==> src/rtl/ucsbece154b_mem_arbiter.sv <==
// Three-way memory arbiter: data cache, instruction cache and prefetcher share
// one memory port. Fixed d > i > p priority with prefetcher anti-starvation.
module ucsbece154b_mem_arbiter #(
  parameter int BLOCK_WORDS  = 4,
  parameter int STARVE_LIMIT = 8,
  localparam int WW = $clog2(BLOCK_WORDS),
  localparam int SW = $clog2(STARVE_LIMIT + 1)
) (
  input  logic          clk,
  input  logic          reset,
  input  logic          d_req_i,
  input  logic          d_we_i,
  input  logic [31:0]   d_addr_i,
  input  logic [31:0]   d_wdata_i,
  input  logic          i_req_i,
  input  logic [31:0]   i_addr_i,
  input  logic          p_req_i,
  input  logic [31:0]   p_addr_i,
  output logic          d_gnt_o,
  output logic          i_gnt_o,
  output logic          p_gnt_o,
  output logic          d_done_o,
  output logic          i_done_o,
  output logic          p_done_o,
  output logic [2:0]    rvalid_o,
  output logic [31:0]   rdata_o,
  output logic [WW-1:0] rword_o,
  output logic          mem_req_o,
  output logic          mem_we_o,
  output logic [31:0]   mem_addr_o,
  output logic [31:0]   mem_wdata_o,
  input  logic          mem_ack_i,
  input  logic          mem_rvalid_i,
  input  logic [31:0]   mem_rdata_i,
  output logic          busy_o
);

  typedef enum logic [1:0] {IDLE, ISSUE, READ, DONE} state_t;

  localparam logic [1:0]  OWN_D = 2'd0;
  localparam logic [1:0]  OWN_I = 2'd1;
  localparam logic [1:0]  OWN_P = 2'd2;
  localparam logic [31:0] READ_MASK  = ~(32'(BLOCK_WORDS * 4) - 32'd1);
  localparam logic [31:0] WRITE_MASK = ~32'd3;

  state_t        state, state_n;
  logic [1:0]    owner;
  logic          we_q;
  logic [31:0]   addr_q;
  logic [31:0]   wdata_q;
  logic [WW-1:0] beat_cnt;
  logic [SW-1:0] starve_cnt;
  logic          first_q;

  logic          any_req;
  logic          p_promote;
  logic [1:0]    win;
  logic          win_we;
  logic [31:0]   win_addr;
  logic [31:0]   win_wdata;
  logic [2:0]    owner_oh;
  logic          beat;
  logic [2:0]    gnt_v;
  logic [2:0]    done_v;

  // Winner selection; the prefetcher jumps the queue once it has lost enough times.
  always_comb begin
    any_req   = d_req_i | i_req_i | p_req_i;
    p_promote = p_req_i && (starve_cnt == SW'(STARVE_LIMIT));
    win       = OWN_P;
    if (p_promote)    win = OWN_P;
    else if (d_req_i) win = OWN_D;
    else if (i_req_i) win = OWN_I;
    win_we    = (win == OWN_D) ? d_we_i : 1'b0;
    win_wdata = (win == OWN_D) ? d_wdata_i : 32'd0;
    case (win)
      OWN_D:   win_addr = d_addr_i;
      OWN_I:   win_addr = i_addr_i;
      default: win_addr = p_addr_i;
    endcase
    win_addr = win_addr & (win_we ? WRITE_MASK : READ_MASK);
  end

  always_comb begin
    state_n = state;
    case (state)
      IDLE:  if (any_req) state_n = ISSUE;
      ISSUE: if (mem_ack_i) state_n = we_q ? DONE : READ;
      READ:  if (mem_rvalid_i && beat_cnt == WW'(BLOCK_WORDS - 1)) state_n = DONE;
      DONE:  state_n = IDLE;
      default: state_n = IDLE;
    endcase
  end

  // Every output is forced low while reset is held, not only after the next edge.
  always_comb begin
    owner_oh    = 3'b001 << owner;
    beat        = reset && (state == READ) && mem_rvalid_i;
    mem_req_o   = reset && (state == ISSUE);
    mem_we_o    = mem_req_o && we_q;
    mem_addr_o  = mem_req_o ? addr_q : 32'd0;
    mem_wdata_o = mem_req_o ? wdata_q : 32'd0;
    gnt_v       = (mem_req_o && first_q) ? owner_oh : 3'b000;
    done_v      = (reset && state == DONE) ? owner_oh : 3'b000;
    rvalid_o    = beat ? owner_oh : 3'b000;
    rdata_o     = beat ? mem_rdata_i : 32'd0;
    rword_o     = beat ? beat_cnt : '0;
    busy_o      = reset && (state != IDLE);
    d_gnt_o     = gnt_v[0];
    i_gnt_o     = gnt_v[1];
    p_gnt_o     = gnt_v[2];
    d_done_o    = done_v[0];
    i_done_o    = done_v[1];
    p_done_o    = done_v[2];
  end

  always_ff @(posedge clk) begin
    if (!reset) begin
      state      <= IDLE;
      owner      <= OWN_D;
      we_q       <= 1'b0;
      addr_q     <= 32'd0;
      wdata_q    <= 32'd0;
      beat_cnt   <= '0;
      starve_cnt <= '0;
      first_q    <= 1'b0;
    end else begin
      state   <= state_n;
      first_q <= (state == IDLE) && any_req;
      if (state == IDLE && any_req) begin
        owner    <= win;
        we_q     <= win_we;
        addr_q   <= win_addr;
        wdata_q  <= win_wdata;
        beat_cnt <= '0;
      end else if (beat) begin
        beat_cnt <= beat_cnt + WW'(1);
      end
      if (state == IDLE) begin
        if (any_req && win == OWN_P)
          starve_cnt <= '0;
        else if (!p_req_i)
          starve_cnt <= '0;
        else if (any_req && starve_cnt != SW'(STARVE_LIMIT))
          starve_cnt <= starve_cnt + SW'(1);
      end
    end
  end

endmodule

==> config.mk <==
export PLATFORM = sky130hd
export DESIGN_NAME = ucsbece154b_mem_arbiter
export DESIGN_NICKNAME = d
export VERILOG_FILES = /design/src/rtl/ucsbece154b_mem_arbiter.sv
export SDC_FILE = /design/constraint.sdc
export NUM_CORES = 1
export LEC_CHECK = 0
export BUFFER_PORTS_ARGS = -buffer_cell sky130_fd_sc_hd__buf_4
export CAP_MARGIN = 20
export CORE_AREA = 2 2 106 108
export CTS_CLUSTER_DIAMETER = 50
export DETAILED_ROUTE_END_ITERATION = 10
export DIE_AREA = 0 0 108 110
export PLACE_DENSITY = 0.77
export RECOVER_POWER = 50
export REMOVE_ABC_BUFFERS = 1
export SLEW_MARGIN = 10
export SYNTH_ARGS = -nofsm -noshare
export SYNTH_HDL_FRONTEND = slang
export SYNTH_SLANG_ARGS = --single-unit
==> constraint.sdc <==
create_clock -name clk -period 3.3 [get_ports clk]
set_clock_uncertainty 0.15 [all_clocks]
set_input_delay 0.495 -clock clk [delete_from_list [all_inputs] [get_ports clk]]
set_output_delay 0.495 -clock clk [all_outputs]
set_load 0.05 [all_outputs]
==> results of run 1 <==
[worst paths after layout]
check,to,slack [ps],depth (start not counted)
setup / recovery,rdata_o[30],440,6
hold reg to reg,addr_q[25],310,1
setup reg to reg,addr_q[7],540,6
hold / removal,wdata_q[6],210,2
[layout by cell type, fill, tap and decap left out, types with 2 or more instances in the layout]
cell	count
sky130_fd_sc_hd__nor2b_1	31
sky130_fd_sc_hd__inv_6	3
sky130_fd_sc_hd__nand2b_1	3
sky130_fd_sc_hd__o31a_1	2
sky130_fd_sc_hd__dfxtp_1	74
sky130_fd_sc_hd__inv_1	5
sky130_fd_sc_hd__and2_1	36
sky130_fd_sc_hd__nor4_1	3
sky130_fd_sc_hd__conb_1	2
sky130_fd_sc_hd__clkbuf_2	3
sky130_fd_sc_hd__and3_1	64
sky130_fd_sc_hd__nor2_2	2
sky130_fd_sc_hd__nor3b_1	30
sky130_fd_sc_hd__a22o_1	35
sky130_fd_sc_hd__clkinvlp_4	2
sky130_fd_sc_hd__nand3_1	4
sky130_fd_sc_hd__a32o_1	30
sky130_fd_sc_hd__nor3_1	4
sky130_fd_sc_hd__nand2_1	8
sky130_fd_sc_hd__clkbuf_1	18
sky130_fd_sc_hd__o21a_1	2
sky130_fd_sc_hd__o21bai_1	28
sky130_fd_sc_hd__o21ai_0	29
sky130_fd_sc_hd__buf_4	255
sky130_fd_sc_hd__ha_1	6
sky130_fd_sc_hd__nor2_1	7
sky130_fd_sc_hd__clkbuf_8	9
[Yosys cell counts]
cell type                  number  area [sq um]
sky130_fd_sc_hd__nor3b_1       30         225.2
sky130_fd_sc_hd__buf_4          3         22.52
sky130_fd_sc_hd__a21bo_2        1         10.01
sky130_fd_sc_hd__o21bai_1      28         210.2
sky130_fd_sc_hd__o31a_1         2         17.52
sky130_fd_sc_hd__clkbuf_1      31         116.4
sky130_fd_sc_hd__conb_1         1         3.750
sky130_fd_sc_hd__nand2b_1       3         18.77
sky130_fd_sc_hd__nor3_1         4         20.02
sky130_fd_sc_hd__nand3_1        4         20.02
sky130_fd_sc_hd__buf_6          4         45.04
sky130_fd_sc_hd__nand4_1        1         6.260
sky130_fd_sc_hd__inv_1          5         18.77
sky130_fd_sc_hd__o32ai_1        1         8.760
sky130_fd_sc_hd__ha_1           7         87.58
sky130_fd_sc_hd__a32o_1        30         300.3
sky130_fd_sc_hd__o221a_1        1         11.26
sky130_fd_sc_hd__and4b_1        1         10.01
sky130_fd_sc_hd__nor2_2         1         6.260
sky130_fd_sc_hd__o21ai_1        1         5.000
sky130_fd_sc_hd__nand4b_1       1         8.760
sky130_fd_sc_hd__o2111a_1       1         11.26
sky130_fd_sc_hd__o21a_1         2         15.01
sky130_fd_sc_hd__and3_1        64         400.4
sky130_fd_sc_hd__nor2_1         8         30.03
sky130_fd_sc_hd__buf_2         15         75.07
sky130_fd_sc_hd__nor4bb_1       1         10.01
sky130_fd_sc_hd__dfxtp_1       74          1481
sky130_fd_sc_hd__nor3b_4        1         18.77
sky130_fd_sc_hd__nor2b_1       31         193.9
sky130_fd_sc_hd__o21ai_0       29         145.1
sky130_fd_sc_hd__a21boi_1       2         15.01
sky130_fd_sc_hd__xnor2_1        1         8.760
sky130_fd_sc_hd__nand2_1        8         30.03
sky130_fd_sc_hd__nor4_1         3         18.77
sky130_fd_sc_hd__and2_1        37         231.5
sky130_fd_sc_hd__buf_1          1         3.750
sky130_fd_sc_hd__a31o_1         1         8.760
sky130_fd_sc_hd__a22o_1        35         306.5
sky130_fd_sc_hd__or4b_4         1         13.76
[flip-flops by register name, indices dropped and copies added, names as in the netlist]
signal      flops
state           2
addr_q         30
first_q         1
beat_cnt        2
starve_cnt      4
we_q            1
owner           2
wdata_q        32
[cell families after synthesis]
logic type | Yosys count | share of synthesized area
other | 1 | 0.0008949
XOR/XNOR | 1 | 0.002091
buffers and inverters | 59 | 0.06718
adder cells (fa/ha/maj) | 7 | 0.02090
flip-flops | 74 | 0.3535
AO/OA/AOI/OAI | 134 | 0.2541
AND/OR/NAND/NOR | 199 | 0.3013
[routing by layer]
metal | track usage | part of all wire
met5 | 0 | 0
met4 | 0.08333 | 0.016
met3 | 0.06643 | 0.095
met2 | 0.3810 | 0.48
met1 | 0.2727 | 0.41
[worst max-delay path, delay by kind of cell (launching register included)]
family | cells | cell delay (ps)
flops | 1 | 360
simple gates | 2 | 350
fa+ha+maj | 1 | 190
buf+inv | 3 | 980
[final cells by class]
cell class                      instances  area [sq um]  share of cell area
Multi-Input combinational cell        343          2432              0.3846
Timing Repair Buffer                  277          2017              0.3189
Sequential cell                        74          1481              0.2342
Tap cell                              140         175.2             0.02770
Clock buffer                            9         123.9             0.01958
Clock inverter                          7         76.32             0.01207
Inverter                                5         18.77            0.002967
[power groups by stage]
stage,Sequential [mW],Clock (mW),Combinational [mW]
final,1.21,0.721,1.39
after global routing,1.23,0.787,1.50
after CTS,1.21,0.747,1.43
after detailed placement,1.23,0,1.42
after global placement,1.22,0,1.38
after floorplan,1.19,0,0.881
[metrics by stage]
step	worst slack [ps]	util	setup TNS, ps	instance area [sq um]
floorplan	-352.4	-	-352.4	3931
global placement	906.3	0.5800	0	6205
detailed placement	854.0	0.5800	0	6205
CTS	466.8	0.5987	0	6405
global route	301.7	0.5912	0	6325
finish	436.8	0.5912	0	6325
==> summary by stage, run 1 <==
Routing
The routed length per instance is between 15 and 20 um. The routed wire length is 13,760 um. The iteration count of the initial detailed-routing pass is 4.

The detailed-route via count is 4,494. The post-detailed-route via-to-cell ratio is between 5 and 6. The count of nets left with antenna violations once routing finished came out at 0.

The violation count after the first detailed-route iteration is between 300 and 400. The post-route DRC violation count is 0.

Timing
The pin slew with the least headroom to its limit is between 1000 and 1500 ps. The worst hold slack is 211.3 ps. Headroom to the max-slew limit came out at 0.3270. The number of max-slew violations in the final report is 0. Static timing analysis puts the maximum clock frequency at 349.3 MHz. Setup repair after global routing left no endpoint under its margin. The number of hold violations in the final report is 0. The count of final setup violators is 0. The clock period minus worst slack is 2863 ps.

Dividing the final minimum period by the clock period gives 0.8676.

Clock tree
The number of clock buffers added by TritonCTS is 9. The clock tree from TritonCTS is built. The TritonCTS sink count is between 70 and 80. The clock passes through at most 2 buffers. The CTS H-tree depth is 3. Clock-pin slew was measured on the worst setup and hold paths at around 90 ps. The clock insertion delay at the later pin of the skew report is about 330 ps. The root buffer cell is sky130_fd_sc_hd__clkbuf_8. The post-cts sizing count is 0. In this run the post-CTS setup repair buffer count came out at 0. The cts-stage hold buffer count is 0.

Power
Of the total power, combinational logic draws 0.419. The total power is approximately 3.3 mW. The standby leakage power is about 3.1 nW. Cell internal power was estimated by the tool at 2.001 mW. The share of total power dissipated in the clock network is 0.217. The areal power density over the cells is around 530 mW/mm^2. Of the total power, the share spent switching nets is 0.3975. The proportion of power drawn by flip-flops and latches is 0.363.

The maximum vdd drop is 0.0002692 V. For this design the total switching power over the nets is approximately 1.3 mW.

Floorplanning
In this run the standard cell core region covers 0.01070 sq mm. Measured along the y axis, the die boundary spans between 100 and 150 um. The die covers 0.01188 sq mm. between 200 and 300 I/O pins were placed. Row generation in the floorplan step produced 38 rows. The initial utilization of the core area, before any placement, comes to 0.3917. The die extent in x is between 100 and 150 um.

Setup path
The longest individual stage delay on the worst path is 490 ps. The worst setup path is captured at a primary output. The cell with the biggest individual delay on the critical path is sky130_fd_sc_hd__clkbuf_1. The worst register-to-register path begins at starve_cnt[0]. The required arrival time at the worst endpoint is around 2700 ps. The biggest fanout along the worst timing path is 35. The critical path class is register to primary output. STA classifies the critical path startpoint as a register. The signal on the critical path passes through inv_1 -> ha_1 -> and3_1 -> clkbuf_2 -> and2_1 -> clkbuf_1. The startpoint of the worst setup timing path is state[0]. The worst endpoint data arrival time is 2220 ps.

Final layout
The final non-filler cell total is around 860. 0 antenna diodes ended up in the layout. At the end of the flow, the number of nets in the layout was between 800 and 900. The filler cell count is slightly below 1,000. The share of cells above drive strength 1 is 0.3916. The area overhead of the layout relative to synthesis is 50.94%.

Hold path
In this run the most critical hold path is launched from d_wdata_i[6]. The min-delay analysis places its worst path in the category primary input to register.

Yosys
The synthesized flop and latch total is 74. The number of distinct standard cells referenced by the synthesized netlist is 40. The synthesized netlist occupies a cell area of about 0.0042 sq mm. The share of the Yosys chip area taken by registers is 0.3535. The average instance in the mapped netlist occupies 8.822 sq um. The number of warnings reported in the yosys synthesis log is 0.

The cell count after synthesis came out at approximately 480.

GRT
The total global-route track usage is 0.2255. The total overflow reported by the global router is 0. The initial antenna violation count is 0.

The largest net degree at the start of global routing is 55. The number of global-route vias before repair is roughly 4,300. The global-route wire length before repair is around 21,000 um.

Status
The run finished with clean final reports.

Job
The max-cap violation count is 0.

Placed design
The post-DP HPWL is approximately 10,000 um. Once placement completed, the tool counted placed cells totaling approximately 840. Port buffering added ~270 buffers. The final weighted congestion of routability-driven global placement is roughly 0.84.
Power figures use the tool's default switching activity.
==> run 2: changes to the inputs <==
CORE_AREA = 2 2 109 111   (was 2 2 106 108)
DIE_AREA = 0 0 111 113   (was 0 0 108 110)
HOLD_SLACK_MARGIN = 0.08   (was unset)
PLACE_DENSITY = 0.73   (was 0.77)
SETUP_SLACK_MARGIN = 0.5   (was unset)
==> run 2 against run 1 <==
  * First-iteration DRC count decreased by 17%
  * Design area is 2.6% higher
  * Die area up 5.6%
  * Combinational power hardly changed
  * Via count fell by 0.24%
  * Sequential power about the same
  * Utilization decreased by 1.6 points
  * Critical path depth fell by 1
  * Setup slack improved by 67 ps
  * Total power is 12% higher
  * Clock-buffer cell count is 1 higher
  * Clock power rose by 55%
==> summary by stage, run 2 (synthesis results as in run 1) <==
Timing
The pin slew with the least headroom to its limit is 1008 ps (was 1009 ps). The number of hold violations in the final report was 0 (unchanged). The highest achievable clock rate is 357.6 MHz (was 349.3 MHz). RSZ-0062 raised after global routing: false (unchanged). The count of final setup violators is 0 (unchanged). The worst slew margin relative to its limit came to 0.3278 (was 0.3270). The final critical-path share of the clock period was 0.8474 (was 0.8676). The clock period minus worst slack is 2797 ps (was 2863 ps). The number of max-slew violations in the final report was 0 (unchanged).

Setup path
The required arrival time at the worst endpoint is 2650 ps (about the same). The biggest fanout along the worst timing path was 35 (unchanged). The worst flop-to-flop path endpoint is starve_cnt[3] (was addr_q[7]). The category of the worst setup path capture point is a primary output (unchanged). The critical path class was register to primary output (unchanged).

The number of cells on the worst reg-to-reg path is 6 (unchanged). The sort of element at the start of the critical path is a register (unchanged). The source of the worst register-to-register timing path is starve_cnt[0] (unchanged). The minimum setup slack among reg-to-reg paths is 620 ps (was 540 ps). The worst endpoint data arrival time is 2150 ps (was 2220 ps).

Status
Result of the run: complete, no violations (unchanged).

Power
The maximum vdd drop is 0.0002762 V (was 0.0002692 V). The standby leakage power is 3.237 nW (was 3.149 nW). The areal power density over the cells came to 573.9 mW/mm^2 (was 525.2 mW/mm^2).

Routing
The violation count after the first detailed-route iteration came to 292 (was 350). The detailed-route via count came to 4,483 (was 4,494). The remaining antenna violation count after routing is 0 (unchanged). The post-route DRC violation count is 0 (unchanged).

The iteration count of the initial detailed-routing pass is 5 (was 4). The post-detailed-route via-to-cell ratio is 5.231 (was 5.256). The routed length per instance is 16.29 um (was 16.10 um). The routed wire length is 13,960 um (was 13,760 um).

Placed design
The final weighted congestion of routability-driven global placement is 0.8377 (was 0.8351). The number of buffers inserted by port buffering is 265 (unchanged). The total instance count after detailed placement came to 841 (was 839).

The post-DP HPWL is 10,100 um (was 10,010 um).

Hold path
The critical hold path startpoint was d_wdata_i[14] (was d_wdata_i[6]). The class of the worst hold path is primary input to register (unchanged). The cell depth of the worst hold path was 2 (unchanged). The end point of the most critical hold path is wdata_q[14] (was wdata_q[6]).

Clock tree
The CTS clock-pin slew for the worst setup and hold paths is 60 ps (was 90 ps). The number of buffers on the longest clock path was 2 (unchanged). The number of buffers created by CTS came to 9 (unchanged). The root buffer cell is sky130_fd_sc_hd__clkbuf_16 (was sky130_fd_sc_hd__clkbuf_8).

The CTS H-tree depth is 3 (unchanged). The clock tree from TritonCTS was built (unchanged). The post-cts sizing count is 0 (unchanged). The TritonCTS sink count came to 74 (unchanged). The cts-stage hold buffer count came to 0 (unchanged). The post-CTS repair timing setup buffer count is 0 (unchanged). The clock insertion delay at the later pin of the skew report came to 320 ps (was 330 ps).

Final layout
Commonest cells after routing, fill and taps aside: sky130_fd_sc_hd__buf_4 (262), sky130_fd_sc_hd__dfxtp_1 (74), sky130_fd_sc_hd__and3_1 (64) (was sky130_fd_sc_hd__buf_4 (255), sky130_fd_sc_hd__dfxtp_1 (74), sky130_fd_sc_hd__and3_1 (64)). The flip-flop count of the largest register, all copies and words added is 32 (unchanged). The post-layout utilization of the core is 0.5756 (was 0.5912). The count of nets after finishing is 884 (was 885). The register with the most flip-flops is wdata_q (unchanged). Largest registers: wdata_q: 32 flops, addr_q: 30 flops, starve_cnt: 4 flops (unchanged). The area overhead of the layout relative to synthesis was 54.85% (was 50.94%).

The final non-filler cell total is 857 (was 855). The share of cells above drive strength 1 is 0.3964 (was 0.3916). The count of inserted antenna diode cells is 0 (unchanged). The most common library cell in the layout ignoring fill and taps is sky130_fd_sc_hd__buf_4 (unchanged). The filler cell count is 1,009 (was 993).

Floorplanning
The die extent in x is 111 um (was 108 um). The overall die area came to 0.01254 sq mm (was 0.01188 sq mm). The total core area is 0.01127 sq mm (was 0.01070 sq mm). The number of standard-cell rows in the floorplan is 39 (was 38). The starting density of the core is 0.3717 (was 0.3917). The die outline height was 113 um (was 110 um). The number of I/O pins came to 278 (unchanged).

GRT
The global-route wire length before repair is 22,050 um (was 21,340 um). The initial antenna violation count came to 0 (unchanged). The total overflow reported by the global router is 0 (unchanged). The number of global-route vias before repair is 4,253 (was 4,296). The largest net degree at the start of global routing is 66 (was 55). The total global-route track usage is 0.2140 (was 0.2255).

Job
The max-cap violation count is 0 (unchanged).
[run 2: cell type report]
class | count | area [sq um] | area share
Inverter | 5 | 18.77 | 0.002892
Multi-Input combinational cell | 343 | 2432 | 0.3749
Clock inverter | 6 | 112.6 | 0.01735
Sequential cell | 74 | 1481 | 0.2283
Clock buffer | 10 | 229.0 | 0.03529
Tap cell | 143 | 178.9 | 0.02757
Timing Repair Buffer | 276 | 2036 | 0.3137
[run 2: stage by stage]
step | area [sq um] | total power, mW | setup TNS [ps] | worst slack [ps] | hold slack, ps
floorplan | 3931 | 2.076 | -352.4 | -352.4 | 283.8
global placement | 6201 | 2.597 | 0 | 696.0 | 288.8
detailed placement | 6201 | 2.637 | 0 | 593.0 | 296.5
CTS | 6543 | 3.772 | 0 | 522.8 | 216.7
global route | 6489 | 3.927 | 0 | 318.4 | 220.9
finish | 6489 | 3.724 | 0 | 503.5 | 230.8
[run 2: how the worst max path moves through the flow]
stage                     startpoint  slack, ps     endpoint
after floorplan             state[1]       -350      d_gnt_o
after global placement         reset        700  rdata_o[21]
after detailed placement       reset        590   rdata_o[0]
after CTS                   state[0]        520   rdata_o[0]
after global routing        state[0]        320  rdata_o[21]
final                       state[0]        500   rdata_o[0]
[run 2: metal layers]
metal  vias to the layer above  global-route usage  wire length (um)  part of all wire
li1                       2210                   -                 -                 -
met1                      2066              0.2814              6190              0.44
met2                       197              0.3546              6557              0.47
met3                        10             0.05196              1104             0.079
met4                         0             0.05583               111            0.0079
met5                         -                   0                 0                 0
[run 2: worst max-delay path: stages (launching register included)]
cell and delay (ps):
sky130_fd_sc_hd__dfxtp_1 350, sky130_fd_sc_hd__inv_1 100, sky130_fd_sc_hd__ha_1 180, sky130_fd_sc_hd__and3_1 740, sky130_fd_sc_hd__and2_1 250, sky130_fd_sc_hd__buf_4 210
[run 2: power by group]
part | total (mW) | switching (mW) | internal [mW]
logic | 1.40 | 0.855 | 0.541
clock network | 1.12 | 0.380 | 0.742
registers | 1.21 | 0.102 | 1.10
total | 3.72 | 1.34 | 2.39
